$ cat config.mk
export PLATFORM = sky130hd
export DESIGN_NAME = reg_list_sequencer
export DESIGN_NICKNAME = d
export VERILOG_FILES = /design/src/rtl/reg_list_sequencer.sv
export SDC_FILE = /design/constraint.sdc
export NUM_CORES = 1
export LEC_CHECK = 0
export CAP_MARGIN = 40
export CORE_UTILIZATION = 52
export DETAILED_ROUTE_END_ITERATION = 12
export PLACE_DENSITY = 0.95
export REMOVE_ABC_BUFFERS = 1
export SYNTH_ARGS = -nofsm -noshare
export SYNTH_HDL_FRONTEND = slang
export SYNTH_SLANG_ARGS = --single-unit
$ cat constraint.sdc
create_clock -name clk -period 4.2 [get_ports clk]
set_input_delay 0.63 -clock clk [delete_from_list [all_inputs] [get_ports clk]]
set_output_delay 0.63 -clock clk [all_outputs]
set_load 0.01 [all_outputs]
$ cat src/rtl/reg_list_sequencer.sv
// Gathers the values selected by a 17-bit source mask through an external 17:1 select and
// streams them out with valid/ready. Define REG_LIST_SEQ_REVERSE_EN for descending index order.
module reg_list_sequencer #(
    parameter int unsigned width = 16
) (
    input  logic             clk,
    input  logic             reset,
    input  logic             start,
    input  logic [16:0]      mask,
    output logic [4:0]       sel,
    input  logic [width-1:0] mux_data,
    output logic             out_valid,
    input  logic             out_ready,
    output logic [width-1:0] out_data,
    output logic [4:0]       out_idx,
    output logic             busy,
    output logic             done
);

    typedef enum logic [1:0] {
        StIdle,
        StRun,
        StDrain,
        StFin
    } state_e;

    state_e           r_state;
    state_e           w_state_nxt;
    logic [16:0]      r_mask;
    logic [16:0]      w_mask_nxt;
    logic [16:0]      w_mask_clr;
    logic [4:0]       w_pick;
    logic             w_slot;
    logic             r_out_valid;
    logic             w_out_valid_nxt;
    logic [width-1:0] r_out_data;
    logic [width-1:0] w_out_data_nxt;
    logic [4:0]       r_out_idx;
    logic [4:0]       w_out_idx_nxt;

    // Priority pick over the pending mask; the last match in loop order wins.
    always_comb begin
        w_pick = 5'd0;
`ifdef REG_LIST_SEQ_REVERSE_EN
        for (int i = 0; i < 17; i++) begin
            if (r_mask[i]) begin
                w_pick = 5'(i);
            end
        end
`else
        for (int i = 16; i >= 0; i--) begin
            if (r_mask[i]) begin
                w_pick = 5'(i);
            end
        end
`endif
    end

    assign w_mask_clr = r_mask & ~(17'd1 << w_pick);
    assign w_slot     = !r_out_valid || out_ready;

    always_comb begin
        w_state_nxt     = r_state;
        w_mask_nxt      = r_mask;
        w_out_valid_nxt = r_out_valid;
        w_out_data_nxt  = r_out_data;
        w_out_idx_nxt   = r_out_idx;
        sel             = 5'd0;
        busy            = (r_state != StIdle);
        done            = 1'b0;

        // An accepted value retires unless a new one is loaded below.
        if (r_out_valid && out_ready) begin
            w_out_valid_nxt = 1'b0;
        end

        unique case (r_state)
            StIdle: begin
                if (start) begin
                    w_mask_nxt  = mask;
                    w_state_nxt = (mask == 17'd0) ? StFin : StRun;
                end
            end
            StRun: begin
                sel = w_pick;
                if (w_slot) begin
                    w_out_data_nxt  = mux_data;
                    w_out_idx_nxt   = w_pick;
                    w_out_valid_nxt = 1'b1;
                    w_mask_nxt      = w_mask_clr;
                    if (w_mask_clr == 17'd0) begin
                        w_state_nxt = StDrain;
                    end
                end
            end
            StDrain: begin
                if (w_slot) begin
                    w_state_nxt = StFin;
                end
            end
            StFin: begin
                done        = 1'b1;
                w_state_nxt = StIdle;
            end
            default: begin
                w_state_nxt = StIdle;
            end
        endcase
    end

    always_ff @(posedge clk or posedge reset) begin
        if (reset) begin
            r_state     <= StIdle;
            r_mask      <= 17'd0;
            r_out_valid <= 1'b0;
            r_out_data  <= '0;
            r_out_idx   <= 5'd0;
        end else begin
            r_state     <= w_state_nxt;
            r_mask      <= w_mask_nxt;
            r_out_valid <= w_out_valid_nxt;
            r_out_data  <= w_out_data_nxt;
            r_out_idx   <= w_out_idx_nxt;
        end
    end

    assign out_valid = r_out_valid;
    assign out_data  = r_out_data;
    assign out_idx   = r_out_idx;

endmodule
==> results of run 1 <==
## metal layers
metal / up-vias / routed length, um / GRT usage, % / share of wire (%)
li1: 1042 / - / - / -
met1: 1105 / 2804 / 38.50 / 41
met2: 111 / 3468 / 49.68 / 50
met3: 17 / 484 / 6.494 / 7.0
met4: 0 / 153 / 9.778 / 2.2
met5: - / 0 / 0 / 0
## cells by family (layout without fill, tap and decap cells)
kind of cell	count (synthesis)	count (layout)	share of synthesized area [%]
AOI/OAI and AO/OA	70	70	22.02
adders and majority gates	5	5	2.591
buffers and inverters	22	89	5.182
DFF	41	41	42.49
muxes	18	18	8.342
and+or+nand+nor	88	88	19.38
## Yosys cell counts, types with 5 or more instances
| master | n |
|---|---|
| nor2_1 | 17 |
| clkbuf_1 | 7 |
| a21oi_1 | 5 |
| a22o_1 | 13 |
| o31ai_1 | 7 |
| dfrtp_1 | 41 |
| mux2_2 | 17 |
| inv_1 | 10 |
| nand3_1 | 6 |
| ha_1 | 5 |
| nor4_1 | 7 |
| o21ai_0 | 19 |
| nand2_1 | 30 |
## how the worst max path moves through the flow
stage                  to  slack [ns]
6_report           sel[0]        0.92
5_1_grt            sel[0]        0.76
4_1_cts            sel[0]        0.97
3_5_place_dp       sel[0]        1.31
3_3_place_gp       sel[0]        1.33
2_1_floorplan  r_state[0]        1.87
## flip-flops by register name (all words and copies together) (netlist names)
| name | cells |
|---|---|
| out_valid | 1 |
| r_state | 2 |
| out_idx | 5 |
| r_mask | 17 |
| out_data | 16 |
## layout by cell type (no fill, tap or decap), types with 2 or more instances in the layout
master           instances
and3_2                   3
and4_1                   2
nor4_1                   7
nor3_1                   2
o31a_1                   2
o31ai_1                  7
nor2_1                  17
a21oi_1                  5
or4_4                    2
mux2_2                  17
nand2b_1                 2
nor3b_1                  2
o21ai_0                 19
inv_1                   10
dfrtp_1                 41
and2_1                   2
or3_1                    2
ha_1                     5
nand2_1                 30
clkbuf_8                 5
nand3_1                  6
buf_4                    5
a211oi_1                 2
a22o_1                  13
clkdlybuf4s50_1         65
a21boi_0                 2
## final cells by class
cell class                      count  area share (%)
Multi-Input combinational cell    181           39.72
Sequential cell                    41           32.25
Timing Repair Buffer               71           21.98
Clock buffer                        5           2.163
Tap cell                           52           2.045
Inverter                           10           1.180
Clock inverter                      3          0.6685
## power by group
part,internal (mW),switching (mW)
Combinational,0.756,0.819
Sequential,0.592,0.219
Clock,0.118,0.153
## stage by stage
| step | cells | total power [mW] | worst slack [ns] | utilization, % | hold WS [ns] |
|---|---|---|---|---|---|
| global route | 363 | 2.823 | 0.7567 | 72.08 | 0.5245 |
| CTS | 363 | 2.626 | 0.9687 | 72.08 | 0.4950 |
| global placement | 354 | 2.306 | 1.333 | 69.78 | 0.4617 |
| finish | 363 | 2.656 | 0.9160 | 72.08 | 0.4870 |
| floorplan | 232 | 1.724 | 1.873 | - | 0.5026 |
| detailed placement | 355 | 2.353 | 1.306 | 70.04 | 0.4755 |
## worst reg2reg max path, delay by kind of cell (launching register included)
family           cells  cell delay, ns
AO/OA/AOI/OAI        6            1.66
flip-flops           1            0.49
AND/OR/NAND/NOR      2            0.45
==> results.ini, run 1 <==
[run_status]
status = complete, no violations

[clocking]
cts_setup_buffers = 0
clock_latency_ns = 0.30
cts_resized = 0
clkTransAtPathRegs_ns = 0.09
holdBufCountCts = 0
clockBufferDepth = 2
root_buffer = clkbuf_8
clock-sinks = 41
cts_htree_levels = 2
cts_buffers = 5
cts_tree = done

[final_layout]
multi_input_area_sq_um = 1264
synthToLayoutAreaGrowth_pct = 31.76
seqCellArea_sq_um = 1026
final_area_sq_um = 3182
antenna_cells = 0
layout-drive-gt1-share_pct = 15.76
n_fill_cell = 322
layout.nets = 352

[timing]
hold_viol_final = 0
tns_ns = 0
finalSetupViolCount = 0
tightestPinTransition_ns = 0.6931
maxSlewHeadroom_pct = 53.70
period_minus_slack_ns = 3.284
drv_slew = 0
fin_skew_ns = 0.004244
post-route-period-util_pct = 78.19
rsz0062_at_grt = no
max_freq_ghz = 0.3045

[worst_hold_path]
min-delay-start = out_idx[4]
whs_endpoint = out_idx[4]
whs_path_depth = 2
min_path_type = flip-flop to flip-flop

[global_route]
grt_pass1_wl_um = 11440
grt.total_usage_pct = 29.81
grt_pass1_vias = 2298
grt_max_degree = 42
antenna_found_initial = 0
grt_overflow = 0

[worst_setup_path]
start_kind = flip-flop
slowest_delay_ns = 0.54
end_kind = output port
critPathRequiredTime_ns = 3.57
cpMostUsedCell = nor2_1
critPathBufInv = 1
cpLargestDelayFamily = compound AO/OA/AOI/OAI gates
cp_cell_sequence = nor3b_1 > o31ai_1 > o211a_1 > nor2_1 > nor2_1 > and2_1 > clkdlybuf4s50_1
worstSetupPathType = flip-flop to output port
cp.depth = 7
r2r_slack_ns = 1.51
slowest_stage = clkdlybuf4s50_1
timing.rr.start = r_mask[7]
crit_fanout = 9
reg2reg_to = r_state[1]
startpoint = r_mask[5]
worstRegToRegCells = 8
cp.arrival_ns = 2.65

[routing]
antenna_left = 0
drc = 0
drtPass1Iterations = 5
avgViaCountPerCell = 6.267
wl_um = 6910
vias = 2275
first_iter_violations = 236
wl_per_cell_um = 19.04

[placed_design]
port_buffers = 65
post-dp-hpwl_um = 5113
gp_congestion = 0.9729
place_area_sq_um = 3092

[die]
core_area_sq_um = 4414
row_count = 24
die_h_um = 70.15
start_util_pct = 54.71
dieArea_sq_um = 4920
io_pins = 66
die_w_um = 70.15

[synthesis]
synth_seq_cells = 41
seq_area_frac_synth_pct = 42.49
yosysTopAreaCell = dfrtp_1
yosysUniqueCellTypes = 58
synth_edf_count = 0
synth_flop_cell = dfrtp_1
syn_area_sq_um = 2415
syn_inst = 244
syn_avg_cell_area_sq_um = 9.897
synthArstFlopShare_pct = 100.0
ys_warn_count = 0
yosys.area.top_type_share_pct = 42.49
ys_top_cells_by_area = dfrtp_1 42%, mux2_2 7.9%, a22o_1 4.7%

[power_and_ir_drop]
p_leak_nw = 1.311
power_per_cell_area_nw_per_um2 = 834.8
vdd_drop_max_mv = 0.5472

[run]
timing.max_cap.violations = 0

Note: power is estimated with default switching activity, not from simulation.
==> inputs of run 2 (changes only) <==
--- a/config.mk
+++ b/config.mk
@@ -6,9 +6,9 @@
 export NUM_CORES = 1
 export LEC_CHECK = 0
 export CAP_MARGIN = 40
-export CORE_UTILIZATION = 52
+export CORE_UTILIZATION = 44
 export DETAILED_ROUTE_END_ITERATION = 12
-export PLACE_DENSITY = 0.95
+export PLACE_DENSITY = 0.87
 export REMOVE_ABC_BUFFERS = 1
 export SYNTH_ARGS = -nofsm -noshare
 export SYNTH_HDL_FRONTEND = slang
==> constraint.sdc (replaced) <==
create_clock -name clk -period 2.85 [get_ports clk]
set_input_delay 0.4275 -clock clk [delete_from_list [all_inputs] [get_ports clk]]
set_output_delay 0.4275 -clock clk [all_outputs]
set_load 0.01 [all_outputs]
==> run 2 against run 1 <==
  * Clock-buffer cell count stayed put
  * Die area is 18% higher
  * Utilization decreased by 8.0 points
  * Clock power is 50% higher
  * Total power increased by 56%
  * Design area up 4.8%
  * First-iteration DRC count is 20% higher
  * Global-route usage down 5.7 points
  * Via count rose by 1.2%
  * Combinational power is 61% higher
  * Hold slack worse by 0.0022 ns
==> results.ini, run 2 (synthesis gave the netlist of run 1 again) <==
[run_status]
status = complete, no violations

[routing]
drc = 0  ; unchanged
wl_per_cell_um = 17.55  ; -7.8%
drtPass1Iterations = 6  ; +1
first_iter_violations = 284  ; +20%
wl_um = 6897  ; -0.19%
avgViaCountPerCell = 5.860  ; -6.5%
vias = 2303  ; +1.2%
antenna_left = 0  ; unchanged

[worst_setup_path]
cp.arrival_ns = 2.35  ; -0.30 ns
start_kind = flip-flop
crit_fanout = 6  ; -3
critPathRequiredTime_ns = 2.42  ; -1.15 ns
end_kind = output port
worstSetupPathType = flip-flop to output port

[run]
timing.max_cap.violations = 0  ; unchanged

[final_layout]
stdcell_count = 393  ; +8.3%
layout_commonest_cell = clkdlybuf4s50_1
synthToLayoutAreaGrowth_pct = 38.03
n_fill_cell = 428  ; +33%
final_core_util_pct = 64.04  ; -8.0 points
layout_common_cells = 64 x clkdlybuf4s50_1, 35 x dfrtp_1, 30 x nand2_1
regMostFlops = r_mask
largest_reg_flops = 17  ; unchanged
antenna_cells = 0  ; unchanged
layout-drive-gt1-share_pct = 21.36  ; +5.6 points
layout.nets = 364  ; +3.4%

[die]
io_pins = 66  ; unchanged
start_util_pct = 46.39  ; -8.3 points
dieArea_sq_um = 5788  ; +18%
die_h_um = 76.08  ; +8.5%
row_count = 26  ; +8.3%
die_w_um = 76.08  ; +8.5%
core_area_sq_um = 5205  ; +18%

[global_route]
grt.total_usage_pct = 24.08  ; -5.7 points
grt_overflow = 0  ; unchanged
antenna_found_initial = 0  ; unchanged
grt_max_degree = 42  ; unchanged
grt_pass1_wl_um = 11000  ; -3.9%
grt_pass1_vias = 2225  ; -3.2%

[clocking]
cts_htree_levels = 2  ; unchanged
clock_latency_ns = 0.30  ; about the same
clock-sinks = 41  ; unchanged
holdBufCountCts = 0  ; unchanged
clkTransAtPathRegs_ns = 0.09  ; about the same
cts_tree = done
cts_buffers = 5  ; unchanged
root_buffer = clkbuf_8
clockBufferDepth = 2  ; unchanged

[timing]
max_freq_ghz = 0.3606
period_minus_slack_ns = 2.773
drv_slew = 0  ; unchanged
rsz0062_at_grt = yes
post-route-period-util_pct = 97.31
tightestPinTransition_ns = 0.7256  ; +0.03255 ns
fin_skew_ns = 0.004740  ; +0.0004963 ns
finalSetupViolCount = 0  ; unchanged
maxSlewHeadroom_pct = 51.52  ; -2.2 points
hold_viol_final = 0  ; unchanged
whs_ns = 0.4848  ; -0.002154 ns
worst_slack_ns = 0.07675  ; -0.8392 ns

[placed_design]
post-place-ws_ns = 0.1401  ; -1.166 ns
port_buffers = 65  ; unchanged
placed_cells_incl_taps = 377  ; +6.2%
post-dp-hpwl_um = 4974  ; -2.7%
gp_congestion = 0.9678  ; -0.52%

[power_and_ir_drop]
p_leak_nw = 1.383  ; +5.6%
power_per_cell_area_nw_per_um2 = 1241  ; +49%
total_power_mw = 4.135  ; +56%
vdd_drop_max_mv = 0.7886  ; +44%

[worst_hold_path]
min_path_type = flip-flop to flip-flop

## run 2: worst paths after layout
kind / startpoint / endpoint / slack (ns) / cells past startpoint
max in group asynchronous: reset / r_mask[5] / 1.90 / 3
hold / removal: out_idx[1] / out_idx[1] / 0.48 / 2
setup reg to reg: r_mask[9] / r_state[1] / 0.15 / 8
hold reg to reg: out_idx[1] / out_idx[1] / 0.48 / 2
min in group asynchronous: reset / out_data[10] / 0.55 / 3
setup / recovery: r_mask[12] / sel[1] / 0.08 / 4
## run 2: worst max-delay path, stage by stage, from the launching register on
cell and delay [ns]:
dfrtp_1 0.47, o311ai_1 0.60, a21bo_2 0.29, and2_1 0.14
clkdlybuf4s50_1 0.54
## run 2: cell type report
type | count | area, sq um | area share [%]
clock buffer | 5 | 68.82 | 2.065
clock inverter | 3 | 25.02 | 0.7508
multi-input combinational | 181 | 1292 | 38.78
tap | 70 | 87.58 | 2.628
timing repair buffer | 83 | 788.3 | 23.65
sequential | 41 | 1033 | 31.01
inverter | 10 | 37.54 | 1.126
## run 2: metal layers
metal	vias up	track usage, %	part of all wire (%)
li1	1059	-	-
met1	1096	31.34	41
met2	125	39.36	49
met3	23	4.910	7.7
met4	0	9.423	2.6
met5	-	0	0
## run 2: power breakdown
group          switching, mW  internal [mW]
Sequential             0.329          0.881
Clock                  0.229          0.177
Combinational           1.25           1.27
Total                   1.81           2.32
## run 2: through the flow
stage | setup TNS [ns] | cell area [sq um]
after floorplan | 0 | 2327
after global placement | 0 | 3141
after detailed placement | 0 | 3141
after CTS | 0 | 3259
after global routing | -0.08826 | 3333
final | 0 | 3333
## run 2: repair_timing
| action | in CTS | in global routing |
|---|---|---|
| setup buffers | 1 | 7 |
| setup endpoints to repair | 1 | 5 |
| pin swaps | 2 | 5 |
| gates resized for setup | 3 | 8 |
==> RTL edit 1, RTL diff (config.mk and constraints of run 1) <==
Make the reset (`reset`) synchronous in one clocked block.
--- a/src/rtl/reg_list_sequencer.sv
+++ b/src/rtl/reg_list_sequencer.sv
@@ -108,7 +108,7 @@
         endcase
     end
 
-    always_ff @(posedge clk or posedge reset) begin
+    always_ff @(posedge clk) begin
         if (reset) begin
             r_state     <= StIdle;
             r_mask      <= 17'd0;
Behaviour: differs if reset is asserted again (counterexample within 4 cycles, from zero or initial values and one cycle with reset high); with reset held inactive, the same outputs for 4 cycles.
==> RTL edit 1 against run 1 <==
Clock power shrank 4%. Sequential share of layout area down 4.7 points. Synthesized cell count up 23%. Routed wire length decreased by 2.1%. Area after synthesis is 7.3% lower. Sequential cell count is the same. Via count rose by 5.8%. Critical path type unchanged. Total power decreased by 11%. Critical endpoint is now sel[4]. Design area down 6.3%. Setup slack worse by 0.15 ns. Highest routed layer unchanged.
==> RTL edit 1: results (changes against run 1) <==
metric,value,unit,change
synth_area_leaders,"dfxtp_1 (37%), nand2_1 (9.4%), a21oi_1 (9.2%)",,
final-nonclk-buf-share,22.8,%,+0.86 points
wl_met1,3.04,mm,+8.3%
r2r_start,r_mask[0]$_SDFFE_PP0P_,,
crit_path_max_incr_delay,0.61,ns,+0.07 ns
min_from,out_idx[1]$_SDFFE_PP0P_,,
synth.avg_cell_area,7.49,sq um,-24%
worst-path-max-fanout,10,,+1
cp_top_family,simple AND/OR/NAND/NOR gates,,
ys_types,51,,-12%
hold_end,out_idx[1]$_SDFFE_PP0P_,,
inv_count,9,,-1
power.switching,1.16,mW,-2.7%
dp_hpwl,4.91,mm,-3.9%
pre_cts_slack,1.11,ns,-0.193 ns
post-route-cell-area,0.00298,sq mm,-6.3%
fin_hold_ws,0.454,ns,-0.0327 ns
finalClockSkew,0.00517,ns,+0.000924 ns
grt_pass1_vias,2094,,-8.9%
irDropWorstVdd,0.000507,V,-7.4%
routed_via_density,5.93,,-5.4%
synthArstFlopShare,0,%,-100 points
grt_util_met3,5.07,%,-1.4 points
track_usage,30.7,%,+0.89 points
synth_compound_area_share,27.0,%,+5.0 points
place_area,0.00289,sq mm,-6.4%
sh_seq_area,27.5,%,-4.7 points
grt_pass1_wl,10.4,mm,-9.5%
multi_input_area_share,43.5,%,+3.8 points
post-place-cells,398,,+12%
synth_ff_type,dfxtp_1,,
signal_buffers,69,,-2.8%
wl_met3,419,um,-13%
synthAdderAreaFrac,2.79,%,+0.20 points
status,"complete, no violations",,
synthMuxAreaShare,0,%,-8.3 points
seq_area_frac_synth,36.7,%,-5.8 points
via_count,2408,,+5.8%
final-clk-cell-share,2.90,%,+0.065 points
timing.rr.end,r_state[0]$_SDFFE_PP0P_,,
gp_congestion,0.906,,-6.8%
multi_input_cells,229,,+27%
slew_headroom,44.0,%,-9.7 points
layout-drive-gt1-share,5.62,%,-10 points
grt_util_met1,42.9,%,+4.4 points
cp_data_arrival_time,2.81,ns,+0.16 ns
leakagePower,1.09,nW,-16%
fp.dieW,67.6,um,-3.6%
drt_iter0_markers,284,,+20%
[RTL edit 1: how the worst max path moves through the flow]
stage / start / endpoint / slack (ns)
global placement: r_mask[5]$_SDFFE_PP0P_ / sel[4] / 1.21
CTS: r_mask[5]$_SDFFE_PP0P_ / sel[4] / 0.80
detailed placement: r_mask[0]$_SDFFE_PP0P_ / r_state[0]$_SDFFE_PP0P_ / 1.11
floorplan: r_mask[5]$_SDFFE_PP0P_ / r_state[0]$_SDFFE_PP0P_ / 1.53
finish: r_mask[0]$_SDFFE_PP0P_ / sel[4] / 0.76
global route: r_mask[0]$_SDFFE_PP0P_ / sel[4] / 0.59
[RTL edit 1: power groups by stage]
stage | sequential (mW) | clock, mW | combinational [mW]
after floorplan | 0.625 | 0 | 0.955
after global placement | 0.629 | 0 | 1.46
after detailed placement | 0.634 | 0 | 1.45
after CTS | 0.626 | 0.262 | 1.46
after global routing | 0.648 | 0.276 | 1.63
final | 0.632 | 0.259 | 1.49
==> RTL edit 2, RTL diff (config.mk and constraints of run 1) <==
Made on the original files. Change the parameter `width` from 16 to 20.
--- a/src/rtl/reg_list_sequencer.sv
+++ b/src/rtl/reg_list_sequencer.sv
@@ -1,7 +1,7 @@
 // Gathers the values selected by a 17-bit source mask through an external 17:1 select and
 // streams them out with valid/ready. Define REG_LIST_SEQ_REVERSE_EN for descending index order.
 module reg_list_sequencer #(
-    parameter int unsigned width = 16
+    parameter int unsigned width = 20
 ) (
     input  logic             clk,
     input  logic             reset,
Ports: changed (resized mux_data and out_data); port bits go from 66 to 74. No check against the original RTL was run, so the function may have changed too.
==> RTL edit 2 against run 1 <==
The flow now finishes with violations (design-rule violations). Non-clock buffer count increased by 6. First-iteration DRC count increased by 32%. Count of clock-buffer cells in the layout unchanged. Die area increased by 1.9%. Design area increased by 5.3%. Core utilization increased by 3.3 points. Total power increased by 6.7%. Clock power increased by 29%. Area after synthesis increased by 2.0%. Routed wire length increased by 5.3%. Setup slack got worse by 0.075 ns. Sequential cell count increased by 4. Cell count increased by 3.6%. Largest cell class unchanged. Largest power group unchanged.
==> RTL edit 2: results (changes against run 1) <==
metric,value,unit,change
status,"complete, but fails checks",,
violations,design-rule violations,,
finalClockSkew,0.00739,ns,+0.00314 ns
yosys-top-cells-count,"dfrtp_1 (45), nand2_1 (34), mux2_2 (21)",,
ys_types,46,,-21%
place_area,0.00324,sq mm,+4.7%
worst-path-max-fanout,6,,-3
track_usage,30.6,%,+0.78 points
r2r_start,r_mask[0]$_DFFE_PP0P_,,
post-route-cell-area,0.00335,sq mm,+5.3%
fin_hold_ws,0.495,ns,+0.00841 ns
rr_worst_depth,7,,-1
irDropWorstVdd,0.000582,V,+6.5%
synth_area_leaders,"dfrtp_1 (46%), mux2_2 (9.6%), nand2_1 (5.2%)",,
min_from,out_idx[3]$_DFFE_PP0P_,,
largest_reg_flops,20,,+3
grt_max_degree,46,,+9.5%
num-nets-final,369,,+4.8%
gp_congestion,0.983,,+1.0%
fill_cells,315,,-2.2%
wire_per_inst,19.4,um,+1.7%
synth.avg_cell_area,9.77,sq um,-1.3%
firstDrtPassIters,9,,+4
drc,2,,+2
met2_length,3.60,mm,+3.7%
dp_hpwl,5.42,mm,+6.0%
routed_via_density,6.11,,-2.5%
hold_end,out_idx[3]$_DFFE_PP0P_,,
grt_util_met1,40.2,%,+1.7 points
gr-usage-met2,51.0,%,+1.3 points
grt_pass1_wl,11.7,mm,+2.6%
crit_path_max_incr_delay,0.56,ns,+0.02 ns
grt_util_met3,4.13,%,-2.4 points
post-place-cells,368,,+3.7%
cp_top_family,simple AND/OR/NAND/NOR gates,,
layout-drive-gt1-share,14.8,%,-0.94 points
==> RTL edit 2: changes by cell type in the layout (fill, tap and decap cells not counted), sizes merged, moves of 5 or more <==
cell                  run 1  this run
nor2                     18        23
a21oi                     5        10
clkdlybuf4s50            65        73
nor3                      2         7
nand2                    30        36
==> RTL edit 2: how the worst max path moves through the flow <==
stage               slack [ns]                endpoint  cells past startpoint                   start
finish                    0.84                  sel[0]                      7  r_mask[14]$_DFFE_PP0P_
global placement          1.23                  sel[0]                      7  r_mask[14]$_DFFE_PP0P_
detailed placement        1.24                  sel[0]                      7  r_mask[14]$_DFFE_PP0P_
CTS                       0.89                  sel[0]                      7  r_mask[14]$_DFFE_PP0P_
global route              0.74                  sel[0]                      7  r_mask[14]$_DFFE_PP0P_
floorplan                 1.44  r_mask[10]$_DFFE_PP0P_                      7  r_state[1]$_DFFE_PP0P_
==> RTL edit 2: kinds of logic after synthesis <==
family	share of synthesized area, %
adders and majority gates	2.95
AOI/OAI and AO/OA	17.1
DFF	45.7
muxes	10.8
and+or+nand+nor	20.1
buffers and inverters	3.35
==> RTL edit 2: layout make-up <==
type | count | area share [%]
Clock buffer | 5 | 2.05
Tap cell | 52 | 1.94
Inverter | 8 | 0.896
Multi-Input combinational cell | 186 | 37.4
Timing Repair Buffer | 77 | 22.7
Clock inverter | 3 | 1.42
Sequential cell | 45 | 33.6
==> RTL edit 2: power by group <==
group	total, mW	leakage (nW)	internal [mW]	switching, mW
sequential	0.877	0.546	0.648	0.229
clock	0.349	0.0591	0.182	0.167
combinational	1.61	0.776	0.755	0.854
==> RTL edit 2: worst register-to-register path, cell delays in order, from the launching register on <==
cell and delay [ns]:
dfrtp_1 0.49, nor4_2 0.42, a32oi_2 0.32, nor2_1 0.31, a21boi_0 0.18, a2111o_1 0.39, o32ai_2 0.34, mux2i_1 0.22
